### src/rtl/mem_arbiter_pkg.sv
// Shared types for the instruction/data memory arbiter and its DataPath integration.
// Holds memory command encodings, arbiter FSM state/owner enums and request/response bundles.
// No logic lives here apart from a tiny pending-request helper.
package mem_arbiter_pkg;

  localparam int unsigned ARB_ADDR_W = 32;
  localparam int unsigned ARB_DATA_W = 32;
  localparam int unsigned ARB_TYP_W  = 3;

  // Memory function: read or write.
  typedef enum logic {
    M_XRD = 1'b0,
    M_XWR = 1'b1
  } MemoryWriteSignal;

  // Access size / sign-extension type carried with each request.
  typedef enum logic [ARB_TYP_W-1:0] {
    MT_X  = 3'd0,
    MT_B  = 3'd1,
    MT_H  = 3'd2,
    MT_W  = 3'd3,
    MT_D  = 3'd4,
    MT_BU = 3'd5,
    MT_HU = 3'd6,
    MT_WU = 3'd7
  } MemoryMaskType;

  // Arbiter FSM: at most one transaction outstanding on the backing memory.
  typedef enum logic [1:0] {
    ARB_IDLE = 2'd0,
    ARB_REQ  = 2'd1,
    ARB_WAIT = 2'd2
  } ArbState;

  // Which core port owns the in-flight transaction.
  typedef enum logic {
    OWN_IMEM = 1'b0,
    OWN_DMEM = 1'b1
  } ArbOwner;

  // Request bundle as presented to the backing memory.
  typedef struct packed {
    logic [ARB_ADDR_W-1:0] addr;
    logic [ARB_DATA_W-1:0] data;
    MemoryWriteSignal      fcn;
    MemoryMaskType         typ;
  } MemArbReq;

  // Response bundle as returned to a core port.
  typedef struct packed {
    logic                  vld;
    logic [ARB_DATA_W-1:0] data;
  } MemArbResp;

  // A port still needs service this pipeline step when it asks and has not been answered.
  function automatic logic arb_pending(input logic req_vld, input logic done);
    return req_vld & ~done;
  endfunction

endpackage

### src/rtl/mem_arbiter.sv
// Shares one single-ported backing memory between the core's imem and dmem ports.
// Latency: grant the cycle after a request is seen, response visible 1 cycle after mem_resp_valid.
// Backpressure: holds request fields while mem_req_ready is low; stalls the core via cmiss_stall.
module mem_arbiter
  import mem_arbiter_pkg::*;
#(
  parameter int unsigned ADDR_W = 32,
  parameter int unsigned DATA_W = 32,
  parameter int unsigned TYP_W  = 3
) (
  input  logic              clk,
  input  logic              rst,

  input  logic              imem_req_valid,
  input  logic [ADDR_W-1:0] imem_req_addr,
  output logic              imem_resp_valid,
  output logic [DATA_W-1:0] imem_resp_data,

  input  logic              dmem_req_valid,
  input  logic [ADDR_W-1:0] dmem_req_addr,
  input  logic [DATA_W-1:0] dmem_req_data,
  input  logic              dmem_req_fcn,
  input  logic [TYP_W-1:0]  dmem_req_typ,
  output logic              dmem_resp_valid,
  output logic [DATA_W-1:0] dmem_resp_data,

  output logic              mem_req_valid,
  input  logic              mem_req_ready,
  output logic [ADDR_W-1:0] mem_req_addr,
  output logic [DATA_W-1:0] mem_req_data,
  output logic              mem_req_fcn,
  output logic [TYP_W-1:0]  mem_req_typ,
  input  logic              mem_resp_valid,
  input  logic [DATA_W-1:0] mem_resp_data,

  output logic              cmiss_stall
);

  // FSM state and the port owning the outstanding transaction.
  ArbState           state_q;
  ArbOwner           owner_q;

  // Registered request presented to the backing memory.
  logic              req_vld_q;
  logic [ADDR_W-1:0] req_addr_q;
  logic [DATA_W-1:0] req_data_q;
  logic              req_fcn_q;
  logic [TYP_W-1:0]  req_typ_q;

  // Per-port "served this pipeline step" flags and captured response data.
  logic              done_imem_q;
  logic              done_dmem_q;
  logic [DATA_W-1:0] resp_dat_imem_q;
  logic [DATA_W-1:0] resp_dat_dmem_q;

  logic              pend_imem;
  logic              pend_dmem;

  // Outstanding work for the current pipeline step decides whether the core must freeze.
  always_comb begin
    pend_imem = arb_pending(imem_req_valid, done_imem_q);
    pend_dmem = arb_pending(dmem_req_valid, done_dmem_q);
  end

  assign cmiss_stall     = pend_imem | pend_dmem;

  assign mem_req_valid   = req_vld_q;
  assign mem_req_addr    = req_addr_q;
  assign mem_req_data    = req_data_q;
  assign mem_req_fcn     = req_fcn_q;
  assign mem_req_typ     = req_typ_q;

  assign imem_resp_valid = done_imem_q;
  assign imem_resp_data  = resp_dat_imem_q;
  assign dmem_resp_valid = done_dmem_q;
  assign dmem_resp_data  = resp_dat_dmem_q;

  // Arbiter FSM with registered request fields, done flags and response data.
  always_ff @(posedge clk) begin
    if (rst) begin
      state_q         <= ARB_IDLE;
      owner_q         <= OWN_IMEM;
      req_vld_q       <= 1'b0;
      req_addr_q      <= '0;
      req_data_q      <= '0;
      req_fcn_q       <= 1'b0;
      req_typ_q       <= '0;
      done_imem_q     <= 1'b0;
      done_dmem_q     <= 1'b0;
      resp_dat_imem_q <= '0;
      resp_dat_dmem_q <= '0;
    end else begin
      // The pipeline advances on a stall-free cycle, so every port starts the next step unserved.
      // A completion in the same cycle (killed requester) overrides this below.
      if (!cmiss_stall) begin
        done_imem_q <= 1'b0;
        done_dmem_q <= 1'b0;
      end

      case (state_q)
        ARB_IDLE: begin
          // dmem first: it belongs to the older instruction in the pipeline.
          if (pend_dmem) begin
            owner_q    <= OWN_DMEM;
            req_vld_q  <= 1'b1;
            req_addr_q <= dmem_req_addr;
            req_data_q <= dmem_req_data;
            req_fcn_q  <= dmem_req_fcn;
            req_typ_q  <= dmem_req_typ;
            state_q    <= ARB_REQ;
          end else if (pend_imem) begin
            owner_q    <= OWN_IMEM;
            req_vld_q  <= 1'b1;
            req_addr_q <= imem_req_addr;
            req_data_q <= '0;
            req_fcn_q  <= M_XRD;
            req_typ_q  <= '0;
            state_q    <= ARB_REQ;
          end
        end

        ARB_REQ: begin
          // Fields stay frozen until the memory takes them; responses here are spurious.
          if (mem_req_ready) begin
            req_vld_q <= 1'b0;
            state_q   <= ARB_WAIT;
          end
        end

        ARB_WAIT: begin
          // Only one transaction is in flight, so any response now belongs to owner_q.
          // No regrant this cycle; IDLE picks the next requester one cycle later.
          if (mem_resp_valid) begin
            if (owner_q == OWN_DMEM) begin
              done_dmem_q     <= 1'b1;
              resp_dat_dmem_q <= mem_resp_data;
            end else begin
              done_imem_q     <= 1'b1;
              resp_dat_imem_q <= mem_resp_data;
            end
            state_q <= ARB_IDLE;
          end
        end

        default: begin
          req_vld_q <= 1'b0;
          state_q   <= ARB_IDLE;
        end
      endcase
    end
  end

endmodule
### config.mk
export PLATFORM = sky130hd
export DESIGN_NAME = mem_arbiter
export DESIGN_NICKNAME = d
export VERILOG_FILES = /design/src/rtl/mem_arbiter_pkg.sv /design/src/rtl/mem_arbiter.sv
export SDC_FILE = /design/constraint.sdc
export NUM_CORES = 1
export LEC_CHECK = 0
export ABC_CLOCK_PERIOD_IN_PS = 1600
export CORE_MARGIN = 5
export CORE_UTILIZATION = 36
export CTS_CLUSTER_DIAMETER = 200
export DETAILED_ROUTE_END_ITERATION = 6
export MAX_ROUTING_LAYER = met4
export PLACE_DENSITY = 0.76
export SYNTH_ARGS = -nofsm -noshare
export SYNTH_HDL_FRONTEND = slang
export SYNTH_SLANG_ARGS = --single-unit
### constraint.sdc
create_clock -name clk -period 1.6 [get_ports clk]
set_input_delay 0.4 -clock clk [delete_from_list [all_inputs] [get_ports clk]]
set_output_delay 0.4 -clock clk [all_outputs]
set_load 0.02 [all_outputs]
## Word-level counts from Yosys, hierarchy flattened

Index checks and enable logic that the tools add are counted.

| word-level totals | value |
|---|---|
| output and inout bits | 136 |
| word-level logic and storage cells | 56 |
| memories kept | 0 |
| bits in latches | 0 |
| flip-flop bits (word level) | 138 |
| RAM bits | 0 |
| ROM bits | 0 |
| input bits | 138 |

| cells by class | value |
|---|---|
| div/mod/pow operators | 0 |
| shift-type cells | 0 |
| multiply operators | 0 |
| multiplexer cells | 26 |
| equal/unequal tests | 5 |
| bitwise gates (word level) | 7 |
| reduce and logical (&&, ||, !) cells | 7 |
| $add $sub $neg | 0 |
| $lt $le $gt $ge | 0 |

Operators by type and width:

| kind | count |
|---|---|
| 32-bit two-way mux | 4 |
| 1-bit two-way mux | 14 |
| 3-bit AND reduction | 4 |
| 2-bit two-way mux | 4 |
| 3-bit two-way mux | 2 |
| 2-bit case mux with 3 select lines | 1 |
| 2-bit inequality test (second input constant) | 2 |
| 1-bit NOT | 4 |
| 3-bit inequality test (second input constant) | 1 |
| 1-bit case mux with 3 select lines | 1 |
| 1-bit AND | 2 |
| 2-bit by 1-bit == test with 1-bit output (second input constant) | 1 |
| 2-bit == test (second input constant) | 1 |
| 2-bit logical NOT | 1 |
| 2-bit AND reduction | 1 |
| 2-bit nonzero test | 1 |
| 1-bit bitwise OR | 1 |

## Longest topological paths before layout

Gate-level depths: netlist (run 1).

| depth | value |
|---|---|
| depth after elaboration | 7 |
| gate-level depth with buffers | 7 |
| depth with buffers taken out | 3 |

## Worst setup path after synthesis (run 1)

OpenSTA, ideal clock, no wires.

| timing | value |
|---|---|
| kind | register -> output |
| start point | register done_dmem_q (netlist: dmem_resp_valid) |
| end point | output cmiss_stall |
| data arrival time | 1.370 ns |
| data required time | 1.200 ns |
| path slack | -0.170 ns |
| stages on the path, launching flop included | 6 |
| cell sequence | dfxtp_1 -> nand2b_1 -> buf_2 -> buf_4 -> clkbuf_1 -> nand2_1 |

| on the way | value |
|---|---|
| word-level cells in the longest chain between the ends | 3 |

Ends and longest elaborated chain:

| item | RTL line | source |
|---|---|---|
| start: declaration | mem_arbiter.sv:52 | `logic done_dmem_q;` |
| start signal: assignment | mem_arbiter.sv:89 | `done_dmem_q <= 1'b0;` |
| start signal: assignment | mem_arbiter.sv:97 | `done_dmem_q <= 1'b0;` |
| start signal: assignment | mem_arbiter.sv:135 | `done_dmem_q <= 1'b1;` |
| 1-bit NOT | mem_arbiter_pkg.sv:57 | `return req_vld & ~done;` |
| 1-bit AND | mem_arbiter_pkg.sv:57 |  |
| 1-bit bitwise OR | mem_arbiter.sv:65 | `assign cmiss_stall = pend_imem \| pend_dmem;` |
| end: declaration | mem_arbiter.sv:36 | `output logic cmiss_stall` |

No other way between the ends.

## Final worst setup path (run 1)

| timing | value |
|---|---|
| start point | input imem_req_valid |
| end point | output cmiss_stall |

| on the way | value |
|---|---|
| word-level cells in the longest chain between the ends | 2 |

Ends and longest elaborated chain:

| item | RTL line | source |
|---|---|---|
| start: declaration | mem_arbiter.sv:14 | `input logic imem_req_valid,` |
| 1-bit AND | mem_arbiter_pkg.sv:57 |  |
| 1-bit bitwise OR | mem_arbiter.sv:65 |  |

No other way between the ends.

==> results of run 1 <==
[per-layer routing]
metal  GRT usage [%]  vias up  wire, um
met5               -        -         0
met4            6.87        0       238
met3            6.50       17      1510
met2            31.4      220      8550
met1            22.7     2477      7300
li1                -     2641         -
[sequential cells by signal (all words and copies together), names as in the netlist]
name / cells
dmem_resp_data: 32
imem_resp_data: 32
mem_req_data: 32
state_q: 2
mem_req_fcn: 1
mem_req_addr: 32
owner_q: 1
dmem_resp_valid: 1
imem_resp_valid: 1
mem_req_valid: 1
mem_req_typ: 3
[tightest hold or removal path: cells and delay by family]
family                 cells  cell delay, ns
buffers and inverters      1            0.17
AOI/OAI and AO/OA          1            0.08
and+or+nand+nor            2            0.14
[power by group through the flow]
stage / Clock [uW] / Sequential (uW) / Combinational (uW)
after floorplan: 0 / 3990 / 521
after global placement: 0 / 3770 / 1580
after detailed placement: 0 / 3780 / 1590
after CTS: 3820 / 3700 / 1480
after global routing: 3970 / 3720 / 1560
final: 3730 / 3700 / 1470
[what timing repair did]
item,in CTS,in global routing
endpoints found under the setup margin,168,61
pin swaps,1,1
gates cloned,1,0
setup buffers,0,0
gates resized for setup,141,3
[layout make-up]
cell class	instances	area, um2
multi-input combinational	415	2420
inverter	2	7.51
timing repair buffer	294	2820
clock inverter	10	92.6
tap	188	235
sequential	138	2760
fill	1364	6160
clock buffer	21	470
[cell usage after synthesis, drive strengths merged]
master,number,area (um2)
nand3b,1,7.51
nand3,32,160
and4b,1,10.0
o21ai,2,10.0
a211o,1,17.5
nand2,164,616
a31oi,1,6.26
a21oi,67,335
nand2b,2,12.5
and2,1,6.26
nand4b,1,8.76
clkbuf,35,131
nor3,1,16.3
o211ai,32,240
mux2i,32,320
inv,2,7.51
buf,22,150
nand4bb,1,11.3
nor4bb,1,10.0
dfxtp,138,2760
a21o,1,7.51
nor2b,32,200
a31o,1,8.76
or2,1,6.26
nor2,3,11.3
a32o,36,360
[worst paths after layout]
path | start | end | slack (ns) | cells past startpoint
min | rst | mem_req_addr[31] | 0.43 | 4
max reg2reg | imem_resp_valid | mem_req_data[4] | 0.10 | 5
min reg2reg | dmem_resp_data[4] | dmem_resp_data[4] | 0.45 | 2
max | imem_req_valid | cmiss_stall | 0.03 | 4
[through the flow]
step	total power (uW)	area, um2	TNS, ns	worst slack [ns]
6_report	8900	8810	0	0.0302
5_1_grt	9260	8810	0	0.00297
4_1_cts	9000	8800	0	0.00744
3_5_place_dp	5360	8400	-42.54	-0.482
3_3_place_gp	5350	8400	-39.07	-0.460
2_1_floorplan	4510	5440	0	0.0246
[cell families after synthesis]
| family | count (synthesis) | synth area share, % |
|---|---|---|
| buffers and inverters | 59 | 5.32 |
| DFF | 138 | 50.8 |
| muxes | 32 | 5.89 |
| and+or+nand+nor | 241 | 19.8 |
| AOI/OAI and AO/OA | 141 | 18.1 |
==> results_dict.tcl, run 1 <==
set metrics [dict create \
    outcome "finished, final reports clean" \
    rsz0062_at_grt "no" \
    p_per_area_nw_per_um2 1010 \
    antenna_left 0 \
    drt_wl_total_um 17600 \
    syn_to_final_growth_pct 62.2 \
    skew_ns 0.00778 \
    post-route-period-util_pct 98.1 \
    boundaryPins 274 \
    start_util_pct 36.3 \
    die_x_um 133 \
    avgSynthCellArea_um2 8.89 \
    cts_made_buffers 17 \
    post-route-util_pct 58.8 \
    cts.clk_slew.worst_paths_ns 0.06 \
    critical-path-top-delay-family "buffers and inverters" \
    peakVddDrop_mv 0.657 \
    power_frac_seq_pct 41.6 \
    place_congestion 0.778 \
    vias 5355 \
    worstPathArrival_ns 1.17 \
    setup_viol 0 \
    maxSlewViolCount 0 \
    leakagePower_uw 0.00376 \
    crit_type "in2out" \
    syn_nets 749 \
    power_frac_clock_pct 41.9 \
    ys_seq_area_share_pct 50.8 \
    dp_cells 1036 \
    rows 45 \
    final_common_cell "nand2_1" \
    overflow 0 \
    worstPathRequired_ns 1.20 \
    syn_area_um2 5430 \
    swShare_pct 26.0 \
    cts.sinks 138 \
    viasPerCell 5.01 \
    port_buffers 273 \
    antenna_cells 0 \
    slowest_stage "clkdlybuf4s50_1" \
    cp-start-kind "input pin" \
    power.internal_uw 6590 \
    first_global_vias 5132 \
    cts_tree "yes" \
    drv_cap 0 \
    drcViolationCount 0 \
    drt_iter0_drc 251 \
    antenna_found_initial 0 \
    syn_inst 611 \
    grt_usage_pct 19.5 \
    slew_headroom_pct 64.1 \
    wl_per_cell_um 16.5 \
    crit_buf_inv 2 \
    die_y_um 133 \
    synth.ff_latch_count 138 \
    max_freq_mhz 637 \
    clkLatencyLatePin_ns 0.41 \
    crit_path_max_fanout 2 \
    h-tree-depth 4 \
    dr.pass1.iters 7 \
    hold_path_class "in2reg" \
    period_minus_slack_ns 1.57 \
    clk_path_buf_depth 2 \
    layout_common_cells "nand2_1 (164), dfxtp_1 (137), clkdlybuf4s50_1 (135), dlygate4sd2_1 (135), a21oi_1 (67)" \
    die_area_um2 17700 \
    drive_above_1_share_pct 6.82 \
    place_hpwl_um 12300 \
    switchingPower_uw 2310 \
    grt_pass1_wl_um 26800 \
    cts_hold_buffers 0 \
    cp_slowest_stage_delay_ns 0.47 \
    path_cells "clkdlybuf4s50_1, nand2b_1, nand2_1, buf_4" \
    core_area_um2 15000 \
    tightest_slew_ns 0.538 \
    p_comb_share_pct 16.5 \
    instances_no_fill 1068 \
    worstSetupEndpointType "output port" \
    synth_cell_types 29 \
    holdWs_ns 0.430 \
    cts-root-buf "clkbuf_16" \
    grt_max_degree 51 \
    report.final.hold_viol_count 0 \
    synth-warning-count 0 \
    fin_nets 1006 \
]
(Power assumes the default switching activity.)
==> inputs of run 2 (changes only) <==
Settings changed: PLACE_DENSITY 0.76 to 0.87.
==> run 2 against run 1 <==
Compared with the run above:
- count of clock-buffer cells in the layout grew 2
- global-route usage is essentially flat
- final area grew 0.77%
- critical path depth grew 2
- fmax is essentially flat
- highest routed layer unchanged
- final cell count grew 0.19%
- register-to-register slack gained 0.02 ns
- sequential share of layout area shrank 0.24 points
- core utilization grew 0.45 points
- critical path type is now in2reg
- critical endpoint is now mem_req_data[20]
- worst hold slack lost 0.0014 ns
- largest power group unchanged
- power grew 4.3%
==> results_dict.tcl, run 2 (synthesized netlist as in run 1, its figures left out) <==
set metrics [dict create \
    crit_buf_inv 3 \
    grt_usage_pct 19.5 \
    core_area_um2 15000 \
    post-route-period-util_pct 98.1 \
    fin_nets 1006 \
    clk_path_buf_depth 2 \
    grt_max_degree 47 \
    switchingPower_uw 2310 \
    cts_hold_buffers 0 \
    rrSetupSlack_ns 0.12 \
    finalInstanceArea_um2 8880 \
    power_frac_seq_pct 39.9 \
    wl_per_cell_um 16.3 \
    postPlaceCellArea_um2 8390 \
    cp.depth 6 \
    timing.final.ws_setup_ns 0.0311 \
    post-route-util_pct 59.3 \
    outcome "finished, final reports clean" \
    p_comb_share_pct 15.8 \
    antenna_found_initial 0 \
    max_freq_mhz 637 \
    antenna_left 0 \
    vias 5363 \
    cts_made_buffers 17 \
    syn_to_final_growth_pct 63.4 \
    reg2reg_from "imem_resp_valid" \
    cp-start-kind "input pin" \
    cts.sinks 138 \
    cp_slowest_stage_delay_ns 0.51 \
    boundaryPins 274 \
    setup_viol 0 \
    drt_iter0_drc 251 \
    crit_path_max_fanout 39 \
    whs_path_depth 4 \
    clkLatencyLatePin_ns 0.41 \
    crit_type "in2reg" \
    rsz0062_at_grt "no" \
    fillers 1341 \
    rr_endpoint "mem_req_data[20]" \
    worstPathRequired_ns 1.90 \
    h-tree-depth 4 \
    grt_pass1_wl_um 26700 \
    drt_wl_total_um 17500 \
    drcViolationCount 0 \
    r2r_cells 5 \
    period_minus_slack_ns 1.57 \
    place_hpwl_um 12300 \
    post-cts-setup-buffers 0 \
    path_cells "clkdlybuf4s50_1, nand2b_4, buf_6, a21o_1, buf_12, a32o_1" \
    swShare_pct 24.9 \
    die_x_um 133 \
    power_frac_clock_pct 44.2 \
    rows 45 \
    drive_above_1_share_pct 7.04 \
    slew_headroom_pct 68.4 \
    cts.clk_slew.worst_paths_ns 0.06 \
    layout_common_cells "nand2_1 (163), dfxtp_1 (137), clkdlybuf4s50_1 (135)" \
    overflow 0 \
    cts-root-buf "clkbuf_16" \
    post-place-ws_ns -0.485 \
    startpoint "imem_req_valid" \
    report.final.hold_viol_count 0 \
    place_congestion 0.774 \
    leakagePower_uw 0.00379 \
    worstSetupEndpointType "register" \
    cts_tree "yes" \
    p_per_area_nw_per_um2 1050 \
    first_global_vias 5141 \
    final_common_cell "nand2_1" \
    die_y_um 133 \
    hold_path_class "in2reg" \
    die_area_um2 17700 \
    worstPathArrival_ns 1.87 \
    port_buffers 273 \
    start_util_pct 36.3 \
    drv_cap 0 \
    maxSlewViolCount 0 \
    power.internal_uw 6970 \
    peakVddDrop_mv 0.628 \
    viasPerCell 5.01 \
    worstSetupEndpoint "mem_req_data[20]" \
    skew_ns 0.0111 \
    tightest_slew_ns 0.473 \
    critical-path-top-delay-family "buffers and inverters" \
    slowest_stage "clkdlybuf4s50_1" \
    dr.pass1.iters 4 \
]
-- run 2: worst min-delay path by stage --
stage	from	to
2_1_floorplan	state_q[0]	state_q[0]
3_3_place_gp	imem_resp_data[15]	imem_resp_data[15]
3_5_place_dp	dmem_resp_data[21]	dmem_resp_data[21]
4_1_cts	rst	mem_req_addr[2]
5_1_grt	rst	mem_req_addr[2]
6_report	rst	mem_req_addr[5]
-- run 2: final cells by class --
cell class	count	area [um2]	area share (%)
repair buffers	294	2820	31.7
flip-flops and latches	138	2760	31.1
multi-input cells	415	2430	27.4
clock buffers	23	488	5.50
well taps	188	235	2.65
clock inverters	9	134	1.51
inverters	2	7.51	0.0845
diodes	1	2.50	0.0282
-- run 2: power groups by stage --
stage | Clock [uW] | Combinational [uW] | Sequential [uW]
5_1_grt | 4360 | 1570 | 3720
3_5_place_dp | 0 | 1580 | 3780
4_1_cts | 4190 | 1480 | 3700
2_1_floorplan | 0 | 521 | 3990
3_3_place_gp | 0 | 1570 | 3780
6_report | 4110 | 1470 | 3700
-- run 2: metal layers --
metal  part of all wire, %  up-vias  routed length (um)  track usage (%)
met5                     0        -                   0                -
met3                   8.4       19                1470             6.62
met4                   1.5        0                 270             6.18
li1                      -     2641                   -                -
met2                    49      221                8620             32.3
met1                    41     2482                7090             22.1
-- run 2: metrics by stage --
stage	TNS, ns	hold WS (ns)	total power (uW)	std cells
3_5_place_dp	-38.94	0.446	5370	1036
6_report	0	0.429	9280	1070
4_1_cts	0	0.416	9380	1069
2_1_floorplan	0	0.502	4510	611
3_3_place_gp	-35.97	0.440	5350	1036
5_1_grt	0	0.439	9640	1069
-- run 2: repair_timing --
action                                  CTS  global route
endpoints found under the setup margin  166            53
pin swaps                                 1             0
cloned                                    1             0
resized for setup                       142             7
-- run 2: tightest hold or removal path: cells and delay by family --
family,cells,cell delay [ns]
and+or+nand+nor,2,0.13
buffers and inverters,1,0.17
AOI/OAI and AO/OA,1,0.08
